<file path="src/rtl/datapath_pkg.sv">
// datapath_pkg: shared FIFO depth and select encodings for the buffered demux
package datapath_pkg;
  localparam int FIFO_DEPTH = 2;
  localparam logic SEL_SINK1 = 1'b0;
  localparam logic SEL_SINK2 = 1'b1;
endpackage

</file>
<file path="src/rtl/demux_slot_fifo.sv">
// demux_slot_fifo: 2-entry registered FIFO (push/pushData in, pop in, count/valid/head out)
module demux_slot_fifo
  import datapath_pkg::*;
#(
  parameter int n = 32
) (
  input  logic         clk,
  input  logic         rst,
  input  logic         push,
  input  logic [n-1:0] pushData,
  input  logic         pop,
  output logic [1:0]   count,
  output logic         valid,
  output logic [n-1:0] head
);
  logic [n-1:0] mem [FIFO_DEPTH];
  logic wr_ptr, rd_ptr, pop_eff;
  assign valid = count != 2'd0;
  assign head = mem[rd_ptr];
  assign pop_eff = pop && valid;
  always_ff @(posedge clk) begin
    if (rst) begin
      mem <= '{default: '0};
      wr_ptr <= 1'b0;
      rd_ptr <= 1'b0;
      count <= 2'd0;
    end else begin
      if (push) begin
        mem[wr_ptr] <= pushData;
        wr_ptr <= !wr_ptr;
      end
      if (pop_eff) rd_ptr <= !rd_ptr;
      count <= (push && !pop_eff) ? count + 2'd1 : (!push && pop_eff) ? count - 2'd1 : count;
    end
  end
endmodule

</file>
<file path="src/rtl/demux1to2_buf.sv">
// demux1to2_buf: 1-to-2 buffered demux; select/inValid/dataIn/inReady in, per-sink outValid/dataOut/outReady via 2-entry FIFOs
module demux1to2_buf
  import datapath_pkg::*;
#(
  parameter int n = 32
) (
  input  logic         clk,
  input  logic         rst,
  input  logic         select,
  input  logic         inValid,
  input  logic [n-1:0] dataIn,
  output logic         inReady,
  output logic         outValid1,
  output logic [n-1:0] dataOut1,
  input  logic         outReady1,
  output logic         outValid2,
  output logic [n-1:0] dataOut2,
  input  logic         outReady2
);
  logic [1:0] count1, count2;
  logic push1, push2;
  assign inReady = (select == SEL_SINK2 ? count2 : count1) < 2'(FIFO_DEPTH);
  assign push1 = inValid && inReady && select == SEL_SINK1;
  assign push2 = inValid && inReady && select == SEL_SINK2;
  demux_slot_fifo #(.n(n)) u_fifo1 (
    .clk(clk), .rst(rst), .push(push1), .pushData(dataIn), .pop(outReady1),
    .count(count1), .valid(outValid1), .head(dataOut1)
  );
  demux_slot_fifo #(.n(n)) u_fifo2 (
    .clk(clk), .rst(rst), .push(push2), .pushData(dataIn), .pop(outReady2),
    .count(count2), .valid(outValid2), .head(dataOut2)
  );
endmodule

</file>
<file path="config.mk">
export PLATFORM = sky130hd
export DESIGN_NAME = demux1to2_buf
export DESIGN_NICKNAME = d
export VERILOG_FILES = /design/src/rtl/datapath_pkg.sv /design/src/rtl/demux_slot_fifo.sv /design/src/rtl/demux1to2_buf.sv
export SDC_FILE = /design/constraint.sdc
export NUM_CORES = 1
export LEC_CHECK = 0
export ABC_AREA = 1
export CORE_MARGIN = 5
export CORE_UTILIZATION = 40
export CTS_BUF_LIST = sky130_fd_sc_hd__clkbuf_2
export DETAILED_ROUTE_END_ITERATION = 8
export GPL_TIMING_DRIVEN = 0
export HOLD_SLACK_MARGIN = 0.08
export SLEW_MARGIN = 30
export SYNTH_ARGS = -nofsm -noshare
export SYNTH_HDL_FRONTEND = slang
export SYNTH_HIERARCHICAL = 1
export SYNTH_SLANG_ARGS = --single-unit
</file>
<file path="constraint.sdc">
create_clock -name clk -period 1.8 [get_ports clk]
set_input_delay 0.27 -clock clk [delete_from_list [all_inputs] [get_ports clk]]
set_output_delay 0.27 -clock clk [all_outputs]
set_load 0.01 [all_outputs]
</file>
==> qor.yml <==
multiInputGateArea_um2: 3010
rsz0062_at_grt: "yes"
root_buffer: "clkbuf_2"
vdd_drop_max_uv: 342
synthArstFlopShare_pct: 0
arrival_ps: 1860
via_count: 5596
cts_buffers: 17
seqCellArea_um2: 2730
synth_xor_area_share_pct: 0
port_buffers: 104
core_um2: 13900
yosys.area.top_type: "dfxtp_1"
wl_per_cell_um: 14.8
fp-row-count: 43
die_y_um: 129
antenna_found_initial: 1
max_stage_delay_ps: 370
slew_headroom_pct: 66.7
synth_edf_count: 0
dp.cells: 1113
gp_congestion: 0.792
fin_nets: 1015
fin_skew_ps: 21.0
path_cells: "buf_6 -> clkinvlp_4 -> buf_8 -> clkbuf_16 -> nand2_2 -> nand2_2 -> buf_6"
yosysUniqueCellTypes: 22
place_ws_ps: -224
worst_pin_slew_ps: 499
ioPinCount: 105
viasPerCell: 4.79
p_sw_share_pct: 34.9
dp_hpwl_um: 11700
leakage_uw: 0.00345
ys_seq_elements: 136
grt_overflow: 0
grt_pass1_vias: 5063
track_usage_pct: 21.2
grt_pass1_wl_um: 27000
finalSetupViolations: 63
fillers: 1412
violations: "setup timing"
p_per_area_nw_per_um2: 962
yosys_warnings: 6
cts_sinks: 136
dr.pass1.iters: 5
netlist_area_um2: 5660
initial_utilization_pct: 40.8
p_total_uw: 7630
comb_power_share_pct: 36.3
synth_mux_area_share_pct: 0
drtIter0Drc: 367
status: "finished with violations"
synth_area_leaders: "dfxtp_1 (48%), nor2_1 (17%), nand2_1 (14%), o21ai_0 (10%), buf_2 (1.9%)"
min_period_over_period_pct: 118
max_freq_mhz: 470
drive_above_1_share_pct: 30.3
clkPwrFrac_pct: 17.9
cts_tree: "yes"
synth_compound_area_share_pct: 12.2
fin_ws_ps: -327
synth_top_family_by_area: "simple AND/OR/NAND/NOR gates"
die_area_um2: 16600
synth_fp_nets: 869
pwr-share-seq_pct: 45.8
start_kind: "flop"
ys_seq_area_share_pct: 48.1
clk_latency_ps: 700
hold_viol: 0
ys_top_cells_by_count: "nor2_1 (257), nand2_1 (204), dfxtp_1 (136)"
maxCapViolCount: 0
crit_slowest_cell: "dfxtp_2"
required_ps: 1530
cts_max_level: 4
synth_fa_ha_area_share_pct: 0.442
holdWs_ps: 160
dieWidth_um: 129
ctsHoldBuffers: 0
syn_to_final_growth_pct: 40.2
ant_nets: 0
yosys.area_share.simple_pct: 32.0
clock_path_buffers: 2
drc: 0
hold_path.class: "in -> reg"
synthCells: 829
synth_ff_type: "dfxtp_1"
cts.clk_slew.worst_paths_ps: 180
min_period_ps: 2130
synth.top_cell.area_share_pct: 48.1
critical_path_class: "reg -> out"
critPathCaptureType: "primary output"
internal_power_uw: 4970
wl_um: 17300
cp_max_fo: 6
postSynthAreaPerCell_um2: 6.82
synthMostInstantiatedCell: "nor2_1"
grt_max_degree: 17
report.final.slew_viol_count: 0
finalNonFillerCells: 1169
switching_power_uw: 2660
[critical path, delay by kind of cell, from the launching register on]
| kind | cells | cell delay [ps] |
|---|---|---|
| and+or+nand+nor | 2 | 120 |
| buffers and inverters | 5 | 690 |
| DFF | 1 | 370 |
[repair_timing]
item,4_1_cts,5_1_grt
setup buffers,17,3
gates cloned,4,1
setup endpoints to repair,67,66
pin swaps,6,21
resized for setup,373,167
[cells by family (layout without fill, tap and decap cells)]
kind of cell / after synthesis / in the layout
flip-flops: 136 / 136
adder cells (fa/ha/maj): 2 / 2
other: 0 / 2
AND/OR/NAND/NOR: 475 / 475
AO/OA/AOI/OAI: 138 / 138
buffers and inverters: 78 / 236
[power by group through the flow]
stage | clock network (uW) | registers [uW] | logic [uW]
final | 1360 | 3500 | 2770
after global routing | 1550 | 3530 | 3040
after CTS | 1420 | 3450 | 2350
after detailed placement | 0 | 3490 | 2050
after global placement | 0 | 3490 | 2050
after floorplan | 0 | 3460 | 1140
[per-layer routing]
metal / track usage [%] / routed length [um]
met5: 0 / 0
met4: 6.55 / 227
met3: 4.73 / 742
met2: 34.9 / 8280
met1: 27.6 / 8020
[path summary, 6_finish.rpt]
| kind | startpoint | depth (start not counted) | end | slack [ps] |
|---|---|---|---|---|
| max | u_fifo1/rd_ptr | 7 | dataOut1[16] | -330 |
| min | outReady1 | 3 | u_fifo1/rd_ptr | 160 |
| max reg2reg | u_fifo2/count[1] | 7 | u_fifo2/mem[54] | 220 |
| min reg2reg | u_fifo1/mem[25] | 2 | u_fifo1/mem[25] | 500 |
[sequential cells by signal, indices dropped and copies added (netlist names)]
register,count
u_fifo2/mem,64
u_fifo2/count,2
u_fifo2/rd_ptr,1
u_fifo1/wr_ptr,1
u_fifo2/wr_ptr,1
u_fifo1/rd_ptr,1
u_fifo1/count,2
u_fifo1/mem,64
[per-stage QoR]
step / util, % / TNS (ps) / area, um2
final: 57.1 / -15670 / 7930
after global routing: 57.1 / -24710 / 7930
after CTS: 52.3 / -21940 / 7260
after detailed placement: 49.9 / -20030 / 6920
after global placement: 49.9 / -18750 / 6920
after floorplan: - / 0 / 5660
[cells in the final DEF (no fill, tap or decap), drive strengths merged, types with 6 or more instances in the layout]
cell type / instances
buf: 128
o21ai: 132
nand2: 209
clkinv: 9
dfxtp: 136
nor2: 258
clkdlybuf4s50: 37
clkbuf: 37
inv: 23
a21oi: 6
[layout make-up]
type / instances / share of cell area, %
Timing Repair Buffer: 129 / 16.5
Inverter: 26 / 1.39
Buffer: 50 / 4.94
Antenna cell: 2 / 0.0631
Tap cell: 180 / 2.84
Clock buffer: 23 / 1.45
Clock inverter: 8 / 0.410
Multi-Input combinational cell: 615 / 38.0
Sequential cell: 136 / 34.4
Note: power is estimated with default switching activity, not from simulation.
==> RTL edit, RTL diff (config.mk and constraints unchanged) <==
Reset style: asynchronous (`rst`), changed in one clocked block.
--- a/src/rtl/demux_slot_fifo.sv
+++ b/src/rtl/demux_slot_fifo.sv
@@ -20,3 +20,3 @@
   assign pop_eff = pop && valid;
-  always_ff @(posedge clk) begin
+  always_ff @(posedge clk or posedge rst) begin
     if (rst) begin
Function: differs if rst is asserted again (counterexample within 4 cycles, from zero or initial values and one cycle with rst high); with rst held inactive, the same outputs for 4 cycles.
==> RTL edit against the original RTL <==
- count of clock-buffer cells in the layout shrank 2
- cell area grew 8.7%
- critical endpoint is now dataOut2[3]
- sequential cell count is the same
- clock skew grew 0.0042 ns
- highest routed layer is now met5
- synthesized cell count shrank 10%
- routed wire length grew 7.7%
- area after synthesis grew 9.1%
- worst setup slack gained 0.054 ns
- non-clock buffer count shrank 7
- the run still ends with setup timing left
- register-to-register slack lost 0.15 ns
Power is not compared: it rests on default switching activity, and its combinational part moved more than twofold at a synthesized area within 25%.
==> RTL edit: results (changes against the original RTL) <==
| Metric | Value |
|---|---|
| HPWL after detailed placement | 12.40 mm (+6.3%) |
| Placed cell area | 7543 sq um (+9.0%) |
| Fillcell total | 1369 (-3.0%) |
| Failing checks | setup timing |
| Final setup margin | -0.2732 ns (+0.05424 ns) |
| Reg-to-Reg Start | u_fifo1/count[1]$_DFFE_PP0P_ |
| GRT Overall Usage | 0.2025 (-0.009150) |
| Largest cells by area after synthesis | dfrtp_1 (55%), nand2_1 (21%), o21ai_2 (6.5%) |
| Synth unique cells | 18 (-18%) |
| Vias | 5490 (-1.9%) |
| Predominant post-synthesis flop cell | dfrtp_1 |
| Pre-CTS setup slack | -0.4068 ns (-0.1828 ns) |
| XOR/XNOR Fraction of Synth Area | 0.002838 (+0.002838) |
| Critical Path AT | 1.80 ns (-0.06 ns) |
| Met2 Use GR | 0.3243 (-0.02509) |
| CTS Hold Bufs | 1 (+1) |
| Post-CTS setup buffer count | 13 (-4) |
| GR met1 Demand/Resource | 0.2673 (-0.009121) |
| Post-synthesis sequential area ratio | 0.5514 (+0.07008) |
| Routability cong. | 0.8106 (+2.4%) |
| Reg2reg end | u_fifo1/mem[33]$_DFFE_PP0P_ |
| Endpoint, Worst Hold | u_fifo1/rd_ptr$_DFFE_PP0P_ |
| Avg WL per Cell | 17.00 microns (+15%) |
| Setup TNS | -13.22 ns (+2.447 ns) |
| Final Setup Violations | 65 (+3.2%) |
| Met3 Track Usage GR | 0.05739 (+0.01007) |
| Outcome | finished, violations left |
| CTS-repair resized insts | 379 (+1.6%) |
| First-pass DRT Iterations | 8 (+3) |
==> RTL edit: layout make-up <==
type | instances | share of cell area
clock inverters | 8 | 0.006820
flip-flops and latches | 136 | 0.3950
clock buffers | 21 | 0.01219
repair buffers | 135 | 0.1598
multi-input cells | 487 | 0.3136
well taps | 188 | 0.02728
inverters | 82 | 0.03772
plain buffers | 37 | 0.04774
==> RTL edit: metrics by stage <==
stage | util | hold slack [ns] | std cells | power (uW)
6_report | 0.5694 | 0.1469 | 1094 | 15990
5_1_grt | 0.5694 | 0.1005 | 1094 | 17120
4_1_cts | 0.5263 | 0.1068 | 1086 | 14280
2_1_floorplan | - | 0.4177 | 745 | 8963
3_5_place_dp | 0.4981 | 0.4685 | 1041 | 12300
3_3_place_gp | 0.4923 | 0.4649 | 1037 | 12080
==> RTL edit: critical path: stages, from the launching register on <==
cell	delay [ns]
dfrtp_2	0.50
inv_8	0.14
buf_8	0.13
buf_6	0.10
nand2_2	0.04
nand2_1	0.07
buf_2	0.13
